File: src/rtl/ddr3_wr_pkg.sv
// Shared constants, state encoding and burst-sizing helper for the DDR3 frame writer.
package ddr3_wr_pkg;

  localparam int BEAT_W       = 128;
  localparam int PIX_W        = 32;
  localparam int PIX_PER_BEAT = 4;

  typedef enum logic [1:0] {
    IDLE,
    FILL,
    BURST,
    DONE
  } wr_state_e;

  // Size of the next burst: the configured maximum, or whatever is left of the frame.
  function automatic int unsigned min_burst(input int unsigned remaining,
                                            input int unsigned max_len);
    return (remaining < max_len) ? remaining : max_len;
  endfunction

endpackage

File: src/rtl/ddr3_wr_fifo.sv
// First-word-fall-through beat FIFO with level output; depth need not be a power of two.
module ddr3_wr_fifo
  import ddr3_wr_pkg::*;
#(
  parameter int DEPTH = 16,
  parameter int LVL_W = $clog2(DEPTH + 1)
) (
  input  logic              clk,
  input  logic              reset_n,
  input  logic              push,
  input  logic [BEAT_W-1:0] din,
  input  logic              pop,
  output logic [BEAT_W-1:0] dout,
  output logic              full,
  output logic              empty,
  output logic [LVL_W-1:0]  level
);

  localparam int PTR_W = (DEPTH > 1) ? $clog2(DEPTH) : 1;

  logic [BEAT_W-1:0] mem_q [DEPTH];
  logic [PTR_W-1:0]  wr_ptr_q, wr_ptr_d;
  logic [PTR_W-1:0]  rd_ptr_q, rd_ptr_d;
  logic [LVL_W-1:0]  level_q, level_d;
  logic              do_push, do_pop;

  function automatic logic [PTR_W-1:0] ptr_inc(input logic [PTR_W-1:0] p);
    return (p == PTR_W'(DEPTH - 1)) ? '0 : p + PTR_W'(1);
  endfunction

  assign full    = (level_q == LVL_W'(DEPTH));
  assign empty   = (level_q == '0);
  assign level   = level_q;
  assign dout    = mem_q[rd_ptr_q];
  assign do_push = push && !full;
  assign do_pop  = pop && !empty;

  always_comb begin
    wr_ptr_d = wr_ptr_q;
    rd_ptr_d = rd_ptr_q;
    level_d  = level_q;
    if (do_push) wr_ptr_d = ptr_inc(wr_ptr_q);
    if (do_pop)  rd_ptr_d = ptr_inc(rd_ptr_q);
    case ({do_push, do_pop})
      2'b10:   level_d = level_q + LVL_W'(1);
      2'b01:   level_d = level_q - LVL_W'(1);
      default: level_d = level_q;
    endcase
  end

  always_ff @(posedge clk or negedge reset_n) begin
    if (!reset_n) begin
      wr_ptr_q <= '0;
      rd_ptr_q <= '0;
      level_q  <= '0;
    end else begin
      wr_ptr_q <= wr_ptr_d;
      rd_ptr_q <= rd_ptr_d;
      level_q  <= level_d;
    end
  end

  // Storage carries no reset; empty/level gate every read of stale entries.
  always_ff @(posedge clk) begin
    if (do_push) mem_q[wr_ptr_q] <= din;
  end

endmodule

File: src/rtl/ddr3_frame_writer.sv
// Packs a 32-bit pixel stream into 128-bit beats and writes one frame to DDR3 via Avalon-MM bursts.
// Optional stall_count output is enabled with the macro DDR3_WR_STALL_CNT_EN.
module ddr3_frame_writer
  import ddr3_wr_pkg::*;
#(
  parameter int IMAGE_WIDTH  = 640,
  parameter int IMAGE_HEIGHT = 480,
  parameter int BURST_LEN    = 8,
  parameter int ADDR_W       = 26
) (
  input  logic              clk,
  input  logic              reset_n,
  input  logic              start,
  input  logic [ADDR_W-1:0] base_addr,
  input  logic              pix_valid,
  input  logic [PIX_W-1:0]  pix_data,
  output logic              pix_ready,
  input  logic              ddr3_avl_ready,
  output logic              ddr3_avl_write_req,
  output logic              ddr3_avl_burstbegin,
  output logic [3:0]        ddr3_avl_size,
  output logic [ADDR_W-1:0] ddr3_avl_addr,
  output logic [BEAT_W-1:0] ddr3_avl_write_data,
  output logic [15:0]       ddr3_avl_be,
  output logic              busy,
`ifdef DDR3_WR_STALL_CNT_EN
  output logic [31:0]       stall_count,
`endif
  output logic              frame_done
);

  localparam int TOTAL_BEATS = IMAGE_WIDTH * IMAGE_HEIGHT / PIX_PER_BEAT;
  localparam int TOTAL_PIX   = TOTAL_BEATS * PIX_PER_BEAT;
  localparam int FIFO_DEPTH  = 2 * BURST_LEN;
  localparam int LVL_W       = $clog2(FIFO_DEPTH + 1);
  localparam int BEAT_CNT_W  = $clog2(TOTAL_BEATS + 1);
  localparam int PIX_CNT_W   = $clog2(TOTAL_PIX + 1);
  localparam int PACK_W      = PIX_W * (PIX_PER_BEAT - 1);

  wr_state_e              state_q, state_d;
  logic [ADDR_W-1:0]      wr_addr_q, wr_addr_d;
  logic [BEAT_CNT_W-1:0]  beats_issued_q, beats_issued_d;
  logic [PIX_CNT_W-1:0]   pix_cnt_q, pix_cnt_d;
  logic [PACK_W-1:0]      pack_q, pack_d;
  logic [1:0]             lane_q, lane_d;
  logic [3:0]             size_q, size_d;
  logic [ADDR_W-1:0]      addr_q, addr_d;
  logic                   first_q, first_d;
  logic [3:0]             beat_cnt_q, beat_cnt_d;

  logic                   fifo_push, fifo_pop, fifo_full, fifo_empty;
  logic [BEAT_W-1:0]      fifo_dout;
  logic [LVL_W-1:0]       fifo_level;
  logic [BEAT_CNT_W-1:0]  remaining;
  logic [3:0]             burst;
  logic                   pix_fire, write_req, beat_acc;

  ddr3_wr_fifo #(
    .DEPTH (FIFO_DEPTH),
    .LVL_W (LVL_W)
  ) u_fifo (
    .clk     (clk),
    .reset_n (reset_n),
    .push    (fifo_push),
    .din     ({pix_data, pack_q}),
    .pop     (fifo_pop),
    .dout    (fifo_dout),
    .full    (fifo_full),
    .empty   (fifo_empty),
    .level   (fifo_level)
  );

  // Handshakes: a pixel transfers on pix_valid && pix_ready; a beat transfers on
  // write_req && ddr3_avl_ready. Neither side may retract or alter a pending offer.
  assign busy      = (state_q != IDLE);
  assign pix_ready = busy && !fifo_full && (pix_cnt_q < PIX_CNT_W'(TOTAL_PIX));
  assign pix_fire  = pix_valid && pix_ready;
  assign fifo_push = pix_fire && (lane_q == 2'd3);
  assign write_req = (state_q == BURST);
  assign beat_acc  = write_req && ddr3_avl_ready;
  assign fifo_pop  = beat_acc;
  assign remaining = BEAT_CNT_W'(TOTAL_BEATS) - beats_issued_q;
  assign burst     = 4'(min_burst(32'(remaining), 32'(BURST_LEN)));

  always_comb begin
    state_d        = state_q;
    wr_addr_d      = wr_addr_q;
    beats_issued_d = beats_issued_q;
    pix_cnt_d      = pix_cnt_q;
    pack_d         = pack_q;
    lane_d         = lane_q;
    size_d         = size_q;
    addr_d         = addr_q;
    first_d        = first_q;
    beat_cnt_d     = beat_cnt_q;

    // Shifting in from the top leaves the oldest pixel in the low lane once three are held.
    if (pix_fire) begin
      pix_cnt_d = pix_cnt_q + PIX_CNT_W'(1);
      lane_d    = lane_q + 2'd1;
      pack_d    = {pix_data, pack_q[PACK_W-1:PIX_W]};
    end

    case (state_q)
      IDLE: begin
        if (start) begin
          wr_addr_d      = base_addr;
          beats_issued_d = '0;
          pix_cnt_d      = '0;
          lane_d         = '0;
          state_d        = FILL;
        end
      end
      FILL: begin
        if (32'(fifo_level) >= 32'(burst)) begin
          size_d     = burst;
          addr_d     = wr_addr_q;
          first_d    = 1'b1;
          beat_cnt_d = '0;
          state_d    = BURST;
        end
      end
      BURST: begin
        if (beat_acc) begin
          first_d    = 1'b0;
          beat_cnt_d = beat_cnt_q + 4'd1;
          if (beat_cnt_q == size_q - 4'd1) begin
            wr_addr_d      = wr_addr_q + ADDR_W'(size_q);
            beats_issued_d = beats_issued_q + BEAT_CNT_W'(size_q);
            state_d        = (beats_issued_d == BEAT_CNT_W'(TOTAL_BEATS)) ? DONE : FILL;
          end
        end
      end
      DONE: begin
        state_d = IDLE;
      end
      default: state_d = IDLE;
    endcase
  end

  always_ff @(posedge clk or negedge reset_n) begin
    if (!reset_n) begin
      state_q        <= IDLE;
      wr_addr_q      <= '0;
      beats_issued_q <= '0;
      pix_cnt_q      <= '0;
      pack_q         <= '0;
      lane_q         <= '0;
      size_q         <= '0;
      addr_q         <= '0;
      first_q        <= 1'b0;
      beat_cnt_q     <= '0;
    end else begin
      state_q        <= state_d;
      wr_addr_q      <= wr_addr_d;
      beats_issued_q <= beats_issued_d;
      pix_cnt_q      <= pix_cnt_d;
      pack_q         <= pack_d;
      lane_q         <= lane_d;
      size_q         <= size_d;
      addr_q         <= addr_d;
      first_q        <= first_d;
      beat_cnt_q     <= beat_cnt_d;
    end
  end

  assign ddr3_avl_write_req  = write_req;
  assign ddr3_avl_burstbegin = write_req && first_q;
  assign ddr3_avl_size       = size_q;
  assign ddr3_avl_addr       = addr_q;
  assign ddr3_avl_write_data = (write_req && !fifo_empty) ? fifo_dout : '0;
  assign ddr3_avl_be         = 16'hFFFF;
  assign frame_done          = (state_q == DONE);

`ifdef DDR3_WR_STALL_CNT_EN
  logic [31:0] stall_cnt_q, stall_cnt_d;

  always_comb begin
    stall_cnt_d = stall_cnt_q;
    if (state_q == IDLE && start) begin
      stall_cnt_d = '0;
    end else if (write_req && !ddr3_avl_ready && (stall_cnt_q != 32'hFFFF_FFFF)) begin
      stall_cnt_d = stall_cnt_q + 32'd1;
    end
  end

  always_ff @(posedge clk or negedge reset_n) begin
    if (!reset_n) stall_cnt_q <= '0;
    else          stall_cnt_q <= stall_cnt_d;
  end

  assign stall_count = stall_cnt_q;
`endif

endmodule

File: config.mk
export PLATFORM = sky130hd
export DESIGN_NAME = ddr3_frame_writer
export DESIGN_NICKNAME = d
export VERILOG_FILES = /design/src/rtl/ddr3_wr_pkg.sv /design/src/rtl/ddr3_wr_fifo.sv /design/src/rtl/ddr3_frame_writer.sv
export SDC_FILE = /design/constraint.sdc
export NUM_CORES = 2
export LEC_CHECK = 0
export ABC_AREA = 1
export ABC_CLOCK_PERIOD_IN_PS = 24600
export BUFFER_PORTS_ARGS = -buffer_cell sky130_fd_sc_hd__buf_2
export CAP_MARGIN = 30
export CORE_MARGIN = 5
export CORE_UTILIZATION = 50
export DETAILED_ROUTE_END_ITERATION = 8
export PLACE_DENSITY_LB_ADDON = 0.15
export SLEW_MARGIN = 20
export SYNTH_ARGS = -nofsm -noshare
export SYNTH_HDL_FRONTEND = slang
export SYNTH_HIERARCHICAL = 1
export SYNTH_SLANG_ARGS = --single-unit
File: constraint.sdc
create_clock -name clk -period 24.6 [get_ports clk]
set_clock_uncertainty 0.2 [all_clocks]
set_input_delay 4.92 -clock clk [delete_from_list [all_inputs] [get_ports clk]]
set_output_delay 4.92 -clock clk [all_outputs]
set_load 0.05 [all_outputs]
==> results.py <==
metrics = {
    "worst_setup_path": {
        "worst_path_max_delay_cell": "sky130_fd_sc_hd__buf_4",
        "timing.critical_path.slowest_cell_delay_ps": 880,
        "crit_type": "flop to output pin",
        "path_buf_inv": 7,
        "cp_data_required_time_ps": 19480,
        "timing.critical_path.fanout_max": 229,
        "worst_setup_path_start_kind": "flop",
        "timing.critical_path.cells": "inv_16, buf_4, buf_12, buf_4, buf_12, nand2_1, nand2_1, nand2_1, nand3_1, nand3_1, nand2_1, inv_1, nor2_1, buf_2",
        "cpLargestDelayFamily": "buffers and inverters",
        "worstPathArrival_ps": 6000,
        "worst_setup_path_end_kind": "output pin",
        "critical-path-top-cell-by-count": "sky130_fd_sc_hd__nand2_1",
    },
    "place": {
        "io_buffer_count": 225,
        "gp_routability_congestion": 0.835,
        "numPlacedInstances": 12990,
        "place.detailed.hpwl_mm": 145,
        "placement.cell_area_um2": 104000,
    },
    "sta": {
        "setup_viol_count_final": 0,
        "hold-worst-slack_ps": 272,
        "achievable-frequency_mhz": 89.9,
        "worst_slew_margin_rel_pct": 22.0,
        "timing.setup.tns_ps": 0,
        "period_minus_slack_ps": 11120,
        "final_hold_viol_count": 0,
        "worst_slew_pin_slew_ps": 1170,
        "rsz0062_at_grt": "no",
        "final_critical_path_share_of_the_clock_period_pct": 45.2,
        "timing_max_transition_violations_final": 0,
    },
    "power_and_ir_drop": {
        "p_leak_uw": 0.0510,
        "fin_total_pwr_uw": 12900,
        "ir_drop_mv": 0.108,
        "power.density_nw_per_um2": 115,
    },
    "grt": {
        "grt_max_degree": 230,
        "grt_pass1_vias": 67255,
        "gr-usage-all-layers_pct": 25.7,
        "antenna_violations_before_repair": 16,
        "globalRouteOverflowTotal": 0,
        "grt_pass1_wl_mm": 414,
    },
    "detailed_routing": {
        "met2_wirelength_mm": 132,
        "firstDrtPassIters": 6,
        "detailroute.via_count": 69949,
        "postRouteWirelength_mm": 275,
        "met3_wirelength_mm": 18.4,
        "routedLengthMet1_mm": 116,
        "route.top_layer_used": "met5",
        "first_iter_violations": 6912,
        "routedWlPerCell_um": 20.4,
        "remaining_drc_errors": 0,
        "route.detailed.vias_per_inst": 5.20,
        "detail-route-antenna-nets": 0,
    },
    "floorplanning": {
        "top_level_ports": 242,
        "placeableCoreArea_um2": 200000,
        "die-area_um2": 211000,
        "die_h_um": 459,
        "placementRows": 164,
        "dieWidth_um": 459,
        "initial_utilization_pct": 50.4,
    },
    "synthesis": {
        "synthesis.yosys.warnings": 6,
        "summed_instance_area_of_the_synthesized_netlist_um2": 101000,
        "commonest_register_cell_after_synthesis": "sky130_fd_sc_hd__edfxtp_1",
        "syn-instance-count": 10472,
        "netlist_top_cells_area": "sky130_fd_sc_hd__edfxtp_1, sky130_fd_sc_hd__nand2_1, sky130_fd_sc_hd__inv_1",
        "post-synth-top-area-cell": "sky130_fd_sc_hd__edfxtp_1",
        "avgSynthCellArea_um2": 9.64,
        "synth_seq_cells": 2258,
        "post_synth_num_cell_types": 41,
        "synth-seq-area-share_pct": 66.2,
        "synth-async-reset-ratio_pct": 9.30,
        "synth.top_cell.area_share_pct": 60.9,
        "synth_edf_count": 2048,
    },
    "final_layout": {
        "final.fill_count": 17301,
        "layout-drive-gt1-share_pct": 6.85,
        "nNetsFinal": 10669,
        "layout-area-overhead-vs-synth_pct": 11.1,
        "layoutNonFillerInstCount": 13440,
        "stdcell_area_um2": 112000,
        "final_common_cell": "sky130_fd_sc_hd__nand2_1",
        "highest_count_cells_in_the_layout_ignoring_fill_and_taps": "sky130_fd_sc_hd__nand2_1, sky130_fd_sc_hd__inv_1, sky130_fd_sc_hd__edfxtp_1",
    },
    "cts": {
        "clkSlewWorstSetupHoldPaths_ps": 60,
        "tritoncts": "yes",
        "clock_buffers_created_by_tritoncts": 231,
        "holdBufCountCts": 0,
        "cts-root-to-sink-buffers": 3,
        "clkSinkCount": 2258,
        "cts_root_buffer": "sky130_fd_sc_hd__clkbuf_16",
        "clock_latency_ps": 890,
        "htree_levels": 4,
        "post_cts_resize_count": 0,
        "post_cts.repair.setup_buffers": 0,
    },
    "run_status": {
        "run_status": "finished clean",
    },
    "worst_hold_path": {
        "hold_path.class": "flop to flop",
    },
    "job": {
        "maxCapViolCount": 0,
    },
}
==> per-layer routing <==
metal  GRT usage (%)  vias up
li1                -    33042
met1            35.1    33987
met2            43.3     2463
met3            3.28      445
met4            7.62       12
met5               0        -
==> cell usage after synthesis (2+ instances only) <==
library cell               number
sky130_fd_sc_hd__nand2_1     3537
sky130_fd_sc_hd__inv_1       2207
sky130_fd_sc_hd__edfxtp_1    2048
sky130_fd_sc_hd__nand3_1     1367
sky130_fd_sc_hd__buf_2        303
sky130_fd_sc_hd__nor2_1       235
sky130_fd_sc_hd__dfrtp_1      210
sky130_fd_sc_hd__o21ai_0      150
sky130_fd_sc_hd__clkbuf_1      96
sky130_fd_sc_hd__buf_1         44
sky130_fd_sc_hd__buf_4         43
sky130_fd_sc_hd__a21oi_1       27
sky130_fd_sc_hd__ha_1          26
sky130_fd_sc_hd__nand4_1       25
sky130_fd_sc_hd__xor2_1        20
sky130_fd_sc_hd__o22ai_1       16
sky130_fd_sc_hd__o21ai_1       14
sky130_fd_sc_hd__o211ai_1      13
sky130_fd_sc_hd__nor3_1        11
sky130_fd_sc_hd__inv_2         10
sky130_fd_sc_hd__nand2_2       10
sky130_fd_sc_hd__nor2_2        10
sky130_fd_sc_hd__xnor2_1        9
sky130_fd_sc_hd__nor2_4         8
sky130_fd_sc_hd__buf_6          5
sky130_fd_sc_hd__or2_2          5
sky130_fd_sc_hd__nand3_2        4
sky130_fd_sc_hd__fa_1           3
sky130_fd_sc_hd__a31oi_1        2
sky130_fd_sc_hd__and2_1         2
sky130_fd_sc_hd__nand3b_1       2
==> sequential cells by signal, summed over array words and instances (netlist names) <==
register / flops
beat_cnt_q: 4
ddr3_avl_size: 4
u_fifo/rd_ptr_q: 4
first_q: 1
beats_issued_q: 17
wr_addr_q: 26
u_fifo/mem_q: 2048
state_q: 2
lane_q: 2
u_fifo/wr_ptr_q: 4
pack_q: 96
pix_cnt_q: 19
ddr3_avl_addr: 26
u_fifo/level: 5
==> final timing paths <==
| path | startpoint | end | slack (ps) | cells after the start |
|---|---|---|---|---|
| max | u_fifo/rd_ptr_q[0] | ddr3_avl_write_data[70] | 13480 | 14 |
| min | ddr3_avl_addr[0] | ddr3_avl_addr[0] | 270 | 2 |
| max reg2reg | u_fifo/level[1] | u_fifo/mem_q[12][66] | 18980 | 15 |
| min reg2reg | ddr3_avl_addr[0] | ddr3_avl_addr[0] | 270 | 2 |
| max in group asynchronous | reset_n | pack_q[65] | 18840 | 2 |
| min in group asynchronous | reset_n | ddr3_avl_addr[20] | 3850 | 1 |
==> logic make-up (layout without fill, tap and decap cells) <==
| kind of cell | Yosys count | in the layout | share of synthesized area (%) |
|---|---|---|---|
| simple gates | 5221 | 5221 | 21.4 |
| buf+inv | 2710 | 3002 | 10.7 |
| flops | 2258 | 2258 | 66.2 |
| compound gates | 223 | 223 | 1.16 |
| fa+ha+maj | 29 | 29 | 0.382 |
| xor+xnor | 29 | 29 | 0.252 |
| other cells | 1 | 21 | 0.00372 |
| mux | 1 | 1 | 0.00992 |
==> where the power goes <==
group | internal, uW | total (uW) | switching [uW]
Sequential | 4700 | 5220 | 517
Clock | 1900 | 3400 | 1490
Combinational | 1100 | 4310 | 3210
==> cell type report <==
cell class,instances,area [um^2],share of cell area [%]
Sequential cell,2258,66800,59.6
Clock inverter,100,1040,0.932
Inverter,2219,8390,7.48
Clock buffer,335,6340,5.66
Multi-Input combinational cell,5519,23600,21.0
Tap cell,2656,3320,2.97
Timing Repair Buffer,348,2590,2.32
Antenna cell,5,12.5,0.0112
==> per-stage QoR <==
step | worst slack (ps) | util [%]
final | 13480 | 56.0
after global routing | 13050 | 55.9
after CTS | 13310 | 55.8
after detailed placement | 14290 | 52.1
after global placement | 14150 | 51.9
after floorplan | 12640 | -
==> worst min-delay path: stages (launching register included) <==
cell	delay [ps]
sky130_fd_sc_hd__dfrtp_1	340
sky130_fd_sc_hd__nand2_1	50
sky130_fd_sc_hd__nand2_1	50
Note: power is estimated with default switching activity, not from simulation.
